===== src/rtl/regfile_wb_sched_pkg.sv =====
// Shared constants for the register-file writeback scheduler:
// geometry of the register file and the requester-select encoding.
package regfile_wb_sched_pkg;

    localparam int AW   = 5;
    localparam int DW   = 32;
    localparam int NREG = 32;

    localparam logic [AW-1:0] REG_ZERO = '0;

    // Requester-select encoding; also the bit position of each side in req/gnt.
    localparam logic SEL_A = 1'b0;
    localparam logic SEL_B = 1'b1;

endpackage


===== src/rtl/regfile_wb_sched_arb.sv =====
// Two-input round-robin arbiter. rr_ptr names the side that wins the next contest;
// after a contested transfer it moves to the loser so neither side can starve.
module rr_arb2
    import regfile_wb_sched_pkg::*;
(
    input  logic       clock,
    input  logic       reset,
    input  logic [1:0] req,
    input  logic       xfer,
    output logic [1:0] gnt
);

    logic rr_ptr;

    always_comb begin
        gnt = 2'b00;
        if (reset) begin
            unique case (req)
                2'b01:   gnt = 2'b01;
                2'b10:   gnt = 2'b10;
                2'b11:   gnt = (rr_ptr == SEL_A) ? 2'b01 : 2'b10;
                default: gnt = 2'b00;
            endcase
        end
    end

    always_ff @(posedge clock or negedge reset) begin
        if (!reset) begin
            rr_ptr <= SEL_A;
        end else if (xfer && (&req)) begin
            rr_ptr <= ~rr_ptr;
        end
    end

endmodule


===== src/rtl/regfile_wb_sched.sv =====
// Writeback scheduler: arbitrates ALU (A) and load (B) results onto the single
// register-file write port and tracks pending writes for decode hazard detection.
module regfile_wb_sched #(
    parameter int DW   = regfile_wb_sched_pkg::DW,
    parameter int AW   = regfile_wb_sched_pkg::AW,
    parameter int NREG = regfile_wb_sched_pkg::NREG
) (
    input  logic          clock,
    input  logic          reset,
    input  logic          a_valid,
    input  logic [AW-1:0] a_reg,
    input  logic [DW-1:0] a_data,
    output logic          a_ready,
    input  logic          b_valid,
    input  logic [AW-1:0] b_reg,
    input  logic [DW-1:0] b_data,
    output logic          b_ready,
    input  logic          claim_valid,
    input  logic [AW-1:0] claim_reg,
    input  logic [AW-1:0] RR1,
    input  logic [AW-1:0] RR2,
    output logic          hz1,
    output logic          hz2,
    output logic          RegWrite,
    output logic [AW-1:0] WR,
    output logic [DW-1:0] WD
);
    import regfile_wb_sched_pkg::*;

    // Handshake: a transfer happens at a posedge where valid && ready; ready is
    // only ever raised for a valid requester, and the output stage never stalls.
    logic [1:0]      req;
    logic [1:0]      gnt;
    logic            xfer;
    logic [AW-1:0]   sel_reg;
    logic [DW-1:0]   sel_data;
    logic [NREG-1:0] pend;
    logic [NREG-1:0] pend_nxt;

    assign req = {b_valid, a_valid};

    rr_arb2 u_arb (
        .clock (clock),
        .reset (reset),
        .req   (req),
        .xfer  (xfer),
        .gnt   (gnt)
    );

    assign a_ready  = gnt[SEL_A];
    assign b_ready  = gnt[SEL_B];
    assign xfer     = |gnt;
    assign sel_reg  = gnt[SEL_B] ? b_reg  : a_reg;
    assign sel_data = gnt[SEL_B] ? b_data : a_data;

    // Register 0 is accepted and latched but never enabled onto the file.
    always_ff @(posedge clock or negedge reset) begin
        if (!reset) begin
            RegWrite <= 1'b0;
            WR       <= '0;
            WD       <= '0;
        end else begin
            RegWrite <= xfer && (sel_reg != REG_ZERO);
            if (xfer) begin
                WR <= sel_reg;
                WD <= sel_data;
            end
        end
    end

    // The claim is applied after the clear so a re-claim on the retiring edge wins.
    always_comb begin
        pend_nxt = pend;
        if (RegWrite) begin
            pend_nxt[WR] = 1'b0;
        end
        if (claim_valid && (claim_reg != REG_ZERO)) begin
            pend_nxt[claim_reg] = 1'b1;
        end
    end

    always_ff @(posedge clock or negedge reset) begin
        if (!reset) begin
            pend <= '0;
        end else begin
            pend <= pend_nxt;
        end
    end

    assign hz1 = pend[RR1];
    assign hz2 = pend[RR2];

endmodule


===== config.mk =====
export PLATFORM = sky130hd
export DESIGN_NAME = regfile_wb_sched
export DESIGN_NICKNAME = d
export VERILOG_FILES = /design/src/rtl/regfile_wb_sched_pkg.sv /design/src/rtl/regfile_wb_sched_arb.sv /design/src/rtl/regfile_wb_sched.sv
export SDC_FILE = /design/constraint.sdc
export NUM_CORES = 1
export LEC_CHECK = 0
export ABC_AREA = 1
export BUFFER_PORTS_ARGS = -buffer_cell sky130_fd_sc_hd__buf_2
export CORE_ASPECT_RATIO = 0.9
export CORE_MARGIN = 2
export CORE_UTILIZATION = 50
export DETAILED_ROUTE_END_ITERATION = 10
export PLACE_DENSITY = 0.82
export SKIP_LAST_GASP = 1
export SLEW_MARGIN = 20
export SYNTH_ARGS = -nofsm -noshare
export SYNTH_HDL_FRONTEND = slang
export SYNTH_HIERARCHICAL = 1
export SYNTH_SLANG_ARGS = --single-unit

===== constraint.sdc =====
create_clock -name clock -period 1.85 [get_ports clock]
set_input_delay 0.37 -clock clock [delete_from_list [all_inputs] [get_ports clock]]
set_output_delay 0.37 -clock clock [all_outputs]
set_load 0.01 [all_outputs]

==> run_results.csv <==
group,metric,value,unit
finish,utilization,66.7,%
clock_tree,cts_buffers,9,
finish,nets,734,
synthesis,synth.most_common_cell,"nand2_1",
clock_tree,clk_transition_reported_paths,0.07,ns
synthesis,synthArstFlopShare,100,%
timing,slew_violations,0,
global_routing,grt_max_degree,37,
clock_tree,clock_sinks,71,
synthesis,synth.top_cell.area_share,47.3,%
floorplan,rows,29,
synthesis,synth_warnings,6,
detailed_routing,first_iter_violations,437,
timing,max_slew.worst_pin.slew,0.771,ns
clock_tree,cts_tree,"yes",
worst_setup_path,worstReg2RegStart,"u_arb/rr_ptr",
synthesis,synth_area,3750,um^2
worst_setup_path,crit_required,1.48,ns
synthesis,yosys_most_used_dff,"dfrtp_1",
synthesis,synthesis.instances,505,
synthesis,synth_edf_count,0,
finish,area_delta_synth_final,27.0,%
floorplan,chipWidth,95.3,um
placed_design,dp_hpwl,8.70,mm
global_routing,antenna_found_initial,0,
worst_setup_path,reg2reg_depth,6,
detailed_routing,wl_per_cell,15.7,um
worst_setup_path,worstPathMaxFanout,33,
timing,fin_ws,0.0347,ns
placed_design,globalplace.congestion,0.993,
floorplan,die_area,8220,um^2
synthesis,avgSynthCellArea,7.43,um^2
global_routing,grt_usage,29.6,%
synthesis,synth-seq-cells,71,
job,maxCapViolCount,0,
status,status,"completed",
synthesis,yosysSeqAreaShare,47.3,%
power,pwr_density_cell,1230,nW/um^2
timing,fin_setup_tns,0,ns
worst_setup_path,crit_arrival,1.45,ns
timing,fin_crit,1.82,ns
finish,multi_input_area,1770,um^2
global_routing,grt_pass1_wl,18.9,mm
worst_setup_path,rr_endpoint,"WR[3]",
timing,hold_viol,0,
timing,slew-limit-headroom,48.5,%
placed_design,port_buffers,135,
global_routing,grt_overflow,0,
detailed_routing,avgViaCountPerCell,5.60,
detailed_routing,finalWirelength,11.6,mm
synthesis,synth_top_cells_by_count,"nand2_1, nand3_1, dfrtp_1",
timing,fmax,551,MHz
detailed_routing,drc,0,
worst_setup_path,cp-startpoint,"u_arb/rr_ptr",
timing,fin_crit_sh,98.1,%
finish,fillerInstances,598,
clock_tree,clk_latency,0.33,ns
detailed_routing,first_pass_iters,6,
finish,seqCellArea,1780,um^2
worst_setup_path,start_kind,"flip-flop",
timing,rsz0062_at_grt,"yes",
detailed_routing,postRouteAntennaNets,0,
worst_setup_path,crit_end,"a_ready",
power,p_leak,2.45,nW
synthesis,yosys.cell_types.count,19,
floorplan,core_area,7150,um^2
power,ir_worst_vdd,0.723,mV
worst_setup_path,worstSetupPathType,"reg -> out",
timing,fin_skew,0.00568,ns
synthesis,yosys-top-cells-area,"dfrtp_1, nand3_1, nand2_1, o21ai_0, inv_1",
synthesis,yosys.area.top_type,"dfrtp_1",
finish,drive_gt1_share,27.4,%
synthesis,syn_nets,599,
floorplan,initial_core_util,52.5,%
clock_tree,root_buffer,"clkbuf_8",
clock_tree,htree_num_levels,3,
worst_setup_path,crit_path_end_kind,"output port",
global_routing,grt_pass1_vias,4004,
detailed_routing,num_vias,4135,
timing,final-setup-viol-count,0,
floorplan,top_level_ports,136,
clock_tree,cts_buffer_depth,2,
floorplan,die_h,86.2,um
finish,antenna_cells,0,
worst_setup_path,r2r_slack,0.10,ns
min_path,hold_class,"in -> async",
placed_design,pre_cts_slack,0.0227,ns
[area by class of cell]
type	instances	share of cell area (%)
Clock inverter	5	1.68
Inverter	24	2.10
Sequential cell	71	37.3
Tap cell	93	2.44
Clock buffer	11	3.18
Multi-Input combinational cell	388	37.2
Timing Repair Buffer	146	16.1
[kinds of logic (layout without fill, tap and decap cells)]
kind of cell | after synthesis | after routing | synth area share [%]
flops | 71 | 71 | 47.3
simple gates | 316 | 316 | 36.4
buf+inv | 46 | 186 | 6.40
mux | 1 | 1 | 0.267
compound gates | 71 | 71 | 9.57
[critical path, cell delays in order, from the launching register on]
cell and delay (ns):
dfrtp_1 0.41, a21oi_2 0.27, buf_8 0.25, buf_2 0.17
[metrics by stage]
step / instances / power [mW] / hold slack, ns / area, um^2
floorplan: 505 / 3.53 / 0.0744 / 3750
global placement: 719 / 4.31 / 0.462 / 4480
detailed placement: 719 / 4.36 / 0.468 / 4480
CTS: 735 / 5.77 / 0.137 / 4720
global route: 738 / 6.20 / 0.163 / 4770
finish: 738 / 5.84 / 0.131 / 4770
[power breakdown]
group,internal (mW),total [mW],switching (mW)
combinational,0.717,1.78,1.07
clock,0.830,1.40,0.571
sequential,2.10,2.66,0.555
[metal layers]
layer | share of wire [%] | global-route usage, %
met1 | 39 | 37.9
met2 | 49 | 49.2
met3 | 9.7 | 6.96
met4 | 2.2 | 10.5
met5 | 0 | 0
[flip-flops by register name (all words and copies together), names as in the netlist]
register and flops:
RegWrite 1, WD 32, WR 5, pend 32, u_arb/rr_ptr 1
[what timing repair did]
action	4_1_cts	5_1_grt
pin swaps	0	7
endpoints found under the setup margin	1	8
hold buffers	0	0
gates resized for setup	1	8
setup buffers	0	3
[cell usage in the layout, fill, tap and decap left out, drive strengths merged]
master,count
a21oi,2
a31oi,1
buf,145
bufinv,2
clkbuf,12
clkinv,1
clkinvlp,2
dfrtp,71
inv,24
mux2i,1
nand2,175
nand3,136
nand4,1
nor2,3
nor3,1
o21a,1
o21ai,67
[worst min path at each step]
stage / from / to / slack (ns) / depth (start not counted)
after floorplan: reset / RegWrite / 0.07 / 0
after global placement: WD[30] / WD[30] / 0.46 / 2
after detailed placement: WD[27] / WD[27] / 0.47 / 2
after CTS: reset / WR[3] / 0.14 / 2
after global routing: reset / pend[17] / 0.16 / 2
final: reset / WR[3] / 0.13 / 2
(Power assumes the default switching activity.)
